$ cat src/rtl/fp_pkg.sv
// Shared binary32 helpers: FSM encodings, exponent limits, special constants
// and field extractors. Used by both the multiplier and the adder.
package fp_pkg;

  typedef enum logic [3:0] {
    GET_A   = 4'd0,
    GET_B   = 4'd1,
    UNPACK  = 4'd2,
    SPECIAL = 4'd3,
    NORM_A  = 4'd4,
    NORM_B  = 4'd5,
    MUL_0   = 4'd6,
    MUL_1   = 4'd7,
    NORM_1  = 4'd8,
    NORM_2  = 4'd9,
    ROUND   = 4'd10,
    PACK    = 4'd11,
    PUT_Z   = 4'd12
  } fp_state_e;

  // Exponents are carried unbiased as signed 10-bit values.
  localparam logic signed [9:0] BIAS = 10'sd127;
  localparam logic signed [9:0] EMIN = -10'sd126;

  localparam logic [31:0] QNAN    = 32'h7FC00000;
  localparam logic [31:0] POS_INF = 32'h7F800000;

  function automatic logic f_sign(input logic [31:0] x);
    return x[31];
  endfunction

  function automatic logic [7:0] f_exp(input logic [31:0] x);
    return x[30:23];
  endfunction

  function automatic logic [22:0] f_frac(input logic [31:0] x);
    return x[22:0];
  endfunction

  function automatic logic is_nan(input logic [31:0] x);
    return (f_exp(x) == 8'hFF) && (f_frac(x) != 23'd0);
  endfunction

  function automatic logic is_inf(input logic [31:0] x);
    return (f_exp(x) == 8'hFF) && (f_frac(x) == 23'd0);
  endfunction

  function automatic logic is_zero(input logic [31:0] x);
    return (f_exp(x) == 8'h00) && (f_frac(x) == 23'd0);
  endfunction

endpackage

$ cat src/rtl/multiplier.sv
// Multi-cycle binary32 multiplier, one operation in flight, stb/ack on every
// port. Subnormals are pre-normalised one bit per cycle; result is rounded
// to nearest, ties to even.
module multiplier
  import fp_pkg::*;
(
  input  logic        clk,
  input  logic        rst,
  input  logic [31:0] input_a,
  input  logic        input_a_stb,
  output logic        input_a_ack,
  input  logic [31:0] input_b,
  input  logic        input_b_stb,
  output logic        input_b_ack,
  output logic [31:0] output_z,
  output logic        output_z_stb,
  input  logic        output_z_ack
);

  fp_state_e          state, state_n;
  logic [31:0]        a, b, z, special_z;
  logic [23:0]        a_m, b_m, z_m;
  logic signed [9:0]  a_e, b_e, z_e;
  logic               z_s, guard, round_bit, sticky, special_hit;
  logic [47:0]        product;
  logic               sgn;

  assign sgn = f_sign(a) ^ f_sign(b);
  assign special_hit = is_nan(a) | is_nan(b) | is_inf(a) | is_inf(b) |
                       is_zero(a) | is_zero(b);

  // Special-case result, in priority order NaN / Inf*0, Inf, zero.
  always_comb begin
    special_z = {sgn, 31'd0};
    if (is_nan(a) || is_nan(b) || (is_inf(a) && is_zero(b)) ||
        (is_zero(a) && is_inf(b)))
      special_z = QNAN;
    else if (is_inf(a) || is_inf(b))
      special_z = {sgn, POS_INF[30:0]};
  end

  // State register.
  always_ff @(posedge clk or negedge rst) begin
    if (!rst) state <= GET_A;
    else      state <= state_n;
  end

  // Next-state: loops in NORM_* hold until their normalise condition clears.
  always_comb begin
    state_n = state;
    case (state)
      GET_A:   if (input_a_ack && input_a_stb) state_n = GET_B;
      GET_B:   if (input_b_ack && input_b_stb) state_n = UNPACK;
      UNPACK:  state_n = SPECIAL;
      SPECIAL: state_n = special_hit ? PUT_Z : NORM_A;
      NORM_A:  if (a_m[23]) state_n = NORM_B;
      NORM_B:  if (b_m[23]) state_n = MUL_0;
      MUL_0:   state_n = MUL_1;
      MUL_1:   state_n = NORM_1;
      NORM_1:  if (z_m[23]) state_n = NORM_2;
      NORM_2:  if (z_e >= EMIN) state_n = ROUND;
      ROUND:   state_n = PACK;
      PACK:    state_n = PUT_Z;
      PUT_Z:   if (output_z_stb && output_z_ack) state_n = GET_A;
      default: state_n = GET_A;
    endcase
  end

  // Datapath and registered handshake outputs, updated per state.
  always_ff @(posedge clk or negedge rst) begin
    if (!rst) begin
      input_a_ack  <= 1'b0;
      input_b_ack  <= 1'b0;
      output_z_stb <= 1'b0;
      output_z     <= '0;
      a <= '0; b <= '0; z <= '0;
      a_m <= '0; b_m <= '0; z_m <= '0;
      a_e <= '0; b_e <= '0; z_e <= '0;
      z_s <= 1'b0; guard <= 1'b0; round_bit <= 1'b0; sticky <= 1'b0;
      product <= '0;
    end else begin
      case (state)
        GET_A: begin
          input_a_ack <= 1'b1;
          if (input_a_ack && input_a_stb) begin
            a           <= input_a;
            input_a_ack <= 1'b0;
          end
        end
        GET_B: begin
          input_b_ack <= 1'b1;
          if (input_b_ack && input_b_stb) begin
            b           <= input_b;
            input_b_ack <= 1'b0;
          end
        end
        UNPACK: begin
          // Subnormals get no hidden bit and the minimum exponent.
          a_m <= {|f_exp(a), f_frac(a)};
          b_m <= {|f_exp(b), f_frac(b)};
          a_e <= (f_exp(a) == 8'd0) ? EMIN : $signed({2'b00, f_exp(a)}) - BIAS;
          b_e <= (f_exp(b) == 8'd0) ? EMIN : $signed({2'b00, f_exp(b)}) - BIAS;
        end
        SPECIAL: if (special_hit) z <= special_z;
        NORM_A: if (!a_m[23]) begin
          a_m <= a_m << 1;
          a_e <= a_e - 10'sd1;
        end
        NORM_B: if (!b_m[23]) begin
          b_m <= b_m << 1;
          b_e <= b_e - 10'sd1;
        end
        MUL_0: begin
          // +1 because product[47:24] puts the binary point after bit 47.
          z_s     <= sgn;
          z_e     <= a_e + b_e + 10'sd1;
          product <= 48'(a_m) * 48'(b_m);
        end
        MUL_1: begin
          z_m       <= product[47:24];
          guard     <= product[23];
          round_bit <= product[22];
          sticky    <= |product[21:0];
        end
        NORM_1: if (!z_m[23]) begin
          z_m       <= {z_m[22:0], guard};
          guard     <= round_bit;
          round_bit <= 1'b0;
          z_e       <= z_e - 10'sd1;
        end
        NORM_2: if (z_e < EMIN) begin
          // Denormalise: bits fall through guard/round into sticky.
          z_m       <= z_m >> 1;
          z_e       <= z_e + 10'sd1;
          guard     <= z_m[0];
          round_bit <= guard;
          sticky    <= sticky | round_bit;
        end
        ROUND: if (guard && (round_bit || sticky || z_m[0])) begin
          z_m <= z_m + 24'd1;
          if (z_m == 24'hFFFFFF) z_e <= z_e + 10'sd1;
        end
        PACK: begin
          if (z_e > BIAS)
            z <= {z_s, POS_INF[30:0]};
          else if (z_e == EMIN && !z_m[23])
            z <= {z_s, 8'h00, z_m[22:0]};
          else
            z <= {z_s, 8'(z_e + BIAS), z_m[22:0]};
        end
        PUT_Z: begin
          output_z_stb <= 1'b1;
          output_z     <= z;
          if (output_z_stb && output_z_ack) output_z_stb <= 1'b0;
        end
        default: ;
      endcase
    end
  end

endmodule

$ cat config.mk
export PLATFORM = sky130hd
export DESIGN_NAME = multiplier
export DESIGN_NICKNAME = d
export VERILOG_FILES = /design/src/rtl/fp_pkg.sv /design/src/rtl/multiplier.sv
export SDC_FILE = /design/constraint.sdc
export NUM_CORES = 2
export LEC_CHECK = 0
export CORE_ASPECT_RATIO = 0.7
export CORE_UTILIZATION = 57
export DETAILED_ROUTE_END_ITERATION = 10
export GPL_ROUTABILITY_DRIVEN = 0
export PLACE_DENSITY = 0.78
export SYNTH_ARGS = -nofsm -noshare
export SYNTH_HDL_FRONTEND = slang
export SYNTH_SLANG_ARGS = --single-unit
$ cat constraint.sdc
create_clock -name clk -period 7.05 [get_ports clk]
set_clock_uncertainty 0.15 [all_clocks]
set_input_delay 1.41 -clock clk [delete_from_list [all_inputs] [get_ports clk]]
set_output_delay 1.41 -clock clk [all_outputs]
set_load 0.05 [all_outputs]
After elaboration in Yosys (flattened, before gate mapping). Index checks and enable logic that the tools add are counted. Widths: inputs -> output; s select.

Register bits after elaboration: 289. Bits in latches: 0. RAM bits: 0. ROM bits: 0. Input bits: 69. Output and inout bits: 35. Word-level logic and storage cells: 166. Memories kept: 0.

$add $sub $neg: 10. Multipliers: 1. Div/mod/pow operators: 0. Magnitude comparators: 3. Equal/unequal tests: 30. Shift-type cells: 0. Multiplexer cells: 45. Bitwise operators: 7. Reduce and logical (&&, ||, !) cells: 48.

Operator list (count): $mux 24 (5); $pmux 24 s2 (2); $pmux 24 s4 (1); $mux 31 (3); $mux 10 (8); $mux 32 (2); $pmux 32 s2 (1); $pmux 4 s13 (1); $mul 24x24->48 (1); $logic_not 23->1 (2); $reduce_bool 23->1 (2); $pmux 10 s2 (2); $pmux 10 s4 (1); $mux 4 (8); $sub 10x2->10 const B (3); $ne 2x2->1 const B (14); $add 24x1->24 const B (1); $eq 24x24->1 const B (1); $reduce_or 22->1 (1); $add 10x2->10 const B (2); $eq 4x4->1 const B (5); $sub 8x7->9 const B (2); $eq 4x3->1 const B (4); $eq 8x8->1 const B (2); other kinds (27) (70).

Longest topological paths before layout.
Word-level depth: 9. Gate-level depth with buffers: 28. Depth with buffers taken out: 25.

Worst setup path before layout. No wires, ideal clock.

Path type: reg-to-reg. From: reg b_m[3]. To: reg product[39]. Library setup time: 0.133 ns. Data arrival time: 6.657 ns. Required time: 6.767 ns. Slack: 0.110 ns. Stages on the path, launching flop included: 29. Path buffers: 3. Period minus slack after synthesis: 6.940 ns. Cell sequence: dfrtp_1 -> clkbuf_1 -> clkbuf_1 -> nand2_1 -> fa_1 -> inv_1 -> fa_1 -> inv_1 -> fa_1 -> inv_1 -> fa_1 -> inv_1 -> fa_1 -> inv_1 -> fa_1 -> inv_1 -> fa_1 -> inv_1 -> ha_1 -> buf_2 -> a21oi_1 -> o21ai_1 -> and2_1 -> o41ai_1 -> o41a_1 -> o31ai_4 -> a31oi_1 -> xnor2_1 -> o21ai_0.

Word-level cells in the longest chain between the ends: 1.

Ends and longest elaborated chain: from (decl) (RTL line multiplier.sv:22) `logic [23:0] a_m, b_m, z_m;`; from (signal assigned) (RTL line multiplier.sv:100) `b_m <= {|f_exp(b), f_frac(b)};`; from (signal assigned) (RTL line multiplier.sv:110) `b_m <= b_m << 1;`; $mul 24x24->48 (RTL line multiplier.sv:117) `product <= 48'(a_m) * 48'(b_m);`; to (signal assigned) (RTL line multiplier.sv:117); to (decl) (RTL line multiplier.sv:25) `logic [47:0] product;`.

No other way between the ends. A chain may end at the register's enable or synchronous reset.

Final worst setup path.
From: reg b_m[6]. To: reg product[45].

Same word-level chain as after synthesis.

==> key figures <==
Synth
  • Seq cells post-synth: 289
  • Post-synth top cells: inv_1, nand2_1, fa_1, and2_1, dfrtp_1
  • Ys async rst share: 100%
  • Seq/Total Area, Yosys: 22.0%
  • Most numerous cell in the Yosys netlist: inv_1
  • Synth Warn #: 0
  • Mapped Cells: 3579
  • Number of synthesized flops with an enable pin: 0
  • Synth top area cells: fa_1, dfrtp_1, ha_1
  • Synthesized area: 32900 µm²
  • Synth cell types: 69
  • Syn_nets: 4332
  • Post-synth top flop: dfrtp_1
  • Post-synth top area cell: fa_1
  • Share of Yosys cell area claimed by the top area cell type: 29.4%
  • Avg Cell Area, Syn: 9.19 µm²

Flow run
  • Max cap viols: 0

STA
  • Setup ws final: 0.182 ns
  • Max-Slew Margin vs Limit: 22.9%
  • Fmax: 146 MHz
  • Hold Slack: 0.333 ns
  • Setup violations, final: 0
  • Crit share post-route: 97.4%
  • Final Hold Viols: 0
  • Fin crit period: 6.87 ns
  • Final Slew Violations: 0
  • Worst-Margin Slew: 1.16 ns

Critical path
  • Cells along the critical path: buf_4 -> buf_4 -> and2_1 -> fa_1 -> fa_1 -> inv_1 -> fa_1 -> inv_1 -> fa_2 -> ha_1 -> fa_1 -> inv_1 -> fa_1 -> inv_1 -> ha_1 -> nand3_2 -> a211oi_4 -> o21ai_1 -> a2111oi_2 -> buf_4 -> o21ai_4 -> o41ai_2 -> xnor2_1 -> o21ai_1
  • CP Capture Type: register
  • Worst r2r path cells: 24
  • Crit path max-delay cell type: fa_1
  • Slowest Stage Delay on Critical Path: 0.52 ns
  • CP dominant cell by count: fa_1
  • Data arrival, critical path: 7.15 ns
  • Critical path launch point type: register
  • R2R setup slack: 0.18 ns
  • Crit path kind: register to register
  • CP required: 7.34 ns
  • FF-to-FF Start: b_m[6]
  • RR Endpoint: product[45]
  • Crit Path Max Fanout: 9

Outcome
  • Status: complete, no violations

Global routing
  • Vias in the first global route: 25963
  • GRT Total Usage: 30.3%
  • First-pass GRT wire length: 140000 µm
  • Initial antenna violation count: 1
  • Largest net degree at the start of global routing: 100
  • GRT overflow: 0

Finish
  • Share of layout cells above drive strength 1: 10.7%
  • Sequential Area: 7260 µm²
  • Layout Cells excl Fill: 4442
  • # fillers: 4513
  • Multi-input logic area: 23100 µm²
  • P&R area growth vs syn: 11.9%
  • Antenna diodes: 0
  • Final Util: 64.7%
  • Nets: 4421

Drt
  • Iteration-0 DRC Markers: 2236
  • Number of iterations in the first detailed-routing pass: 9
  • Via/cell ratio: 5.79
  • Drt wl/cell: 19.6 µm
  • DRC: 0
  • Via count: 25722
  • Remaining antenna violation count after routing: 0
  • Routed WL: 87200 µm

Floorplanning
  • Core Rows: 73
  • Num ports: 104
  • DIE HEIGHT: 203 µm
  • Die Span X: 289 µm
  • Die Area: 58700 µm²
  • Starting Density: 57.8%
  • Core area: 56900 µm²

Worst hold path
  • Hold path cells: 2
  • HP Start: product[0]
  • Tightest Hold Check Type: register to register
  • Hold Path Sink: product[0]

Clock tree
  • Clock sink count: 289
  • CTS tree: built
  • Clock Latency Late Sink: 0.61 ns
  • H-tree lvl count: 1
  • Inserted Clock Buffers: 31
  • Root Driver: clkbuf_16
  • Clk buf depth: 3
  • Clock transition at path regs: 0.07 ns

Place
  • Post-DP HPWL: 68900 µm
  • Placed cells: 4370
  • Setup WS pre-CTS: -0.0817 ns
  • Port Buffers: 103
-- sequential cells by signal, indices dropped and copies added, names as in the netlist --
name,cells
b_m,24
z_m,24
a_e,10
b,32
sticky,1
input_a_ack,1
a,32
guard,1
b_e,10
z_s,1
output_z,32
output_z_stb,1
z_e,10
input_b_ack,1
round_bit,1
product,48
a_m,24
state,4
z,32
-- layout make-up --
type	instances	share of cell area, %
clock buffers	46	2.34
inverters	585	5.96
repair buffers	258	6.52
well taps	750	2.55
multi-input cells	2503	62.7
flip-flops and latches	289	19.7
clock inverters	11	0.231
-- routing by layer --
layer	GRT usage [%]	wire length [µm]	vias to the layer above
li1	-	-	11498
met1	44.0	37000	12876
met2	45.3	38300	1179
met3	8.11	9170	167
met4	7.37	2760	2
met5	0	9	-
-- worst max-delay path, delay by kind of cell (launching register included) --
kind / cells / cell delay [ns]
buffers and inverters: 7 / 0.76
adder cells (fa/ha/maj): 8 / 3.60
flip-flops: 1 / 0.42
XOR/XNOR: 1 / 0.15
AND/OR/NAND/NOR: 2 / 0.29
AO/OA/AOI/OAI: 6 / 1.31
-- through the flow --
| step | area, µm² | setup TNS (ns) |
|---|---|---|
| finish | 36800 | 0 |
| global route | 36800 | -0.0934 |
| CTS | 36300 | 0 |
| detailed placement | 35400 | -0.137 |
| global placement | 35400 | -0.00922 |
| floorplan | 32900 | 0 |
-- cells by family after synthesis --
logic type                 Yosys count  share of synthesized area (%)
AOI/OAI and AO/OA                  525                           10.3
buffers and inverters              787                           9.03
muxes                               96                           3.27
and+or+nand+nor                   1114                           16.1
DFF                                289                           22.0
xor gates and xnor gates            84                           2.24
adders and majority gates          684                           37.1
-- how the worst max path moves through the flow --
stage | start | end | slack [ns]
after detailed placement | b_m[0] | product[47] | -0.08
after floorplan | b_m[3] | product[39] | 0.11
after CTS | a_m[8] | product[47] | 0.0004
after global routing | b_m[6] | product[47] | -0.03
after global placement | b_m[0] | product[30] | -0.009
final | b_m[6] | product[45] | 0.18
-- timing repair --
item / in CTS / in global routing
resized for setup: 3 / 100
pin swaps: 2 / 38
hold buffers: 0 / 0
hold endpoints to repair: 0 / 0
cloned: 0 / 1
setup buffers: 1 / 13
setup endpoints to repair: 7 / 23
-- layout by cell type (no fill, tap or decap), drive strengths merged, types with 93 or more instances in the layout --
master,instances
and2,304
dfrtp,289
inv,589
nor2,102
ha,200
o21ai,184
fa,484
a21oi,94
mux2,93
nand2,550
clkdlybuf4s50,102
buf,155
Power is not shown: default switching activity piles up to over one toggle a cycle in this logic, so the estimate is an artifact.
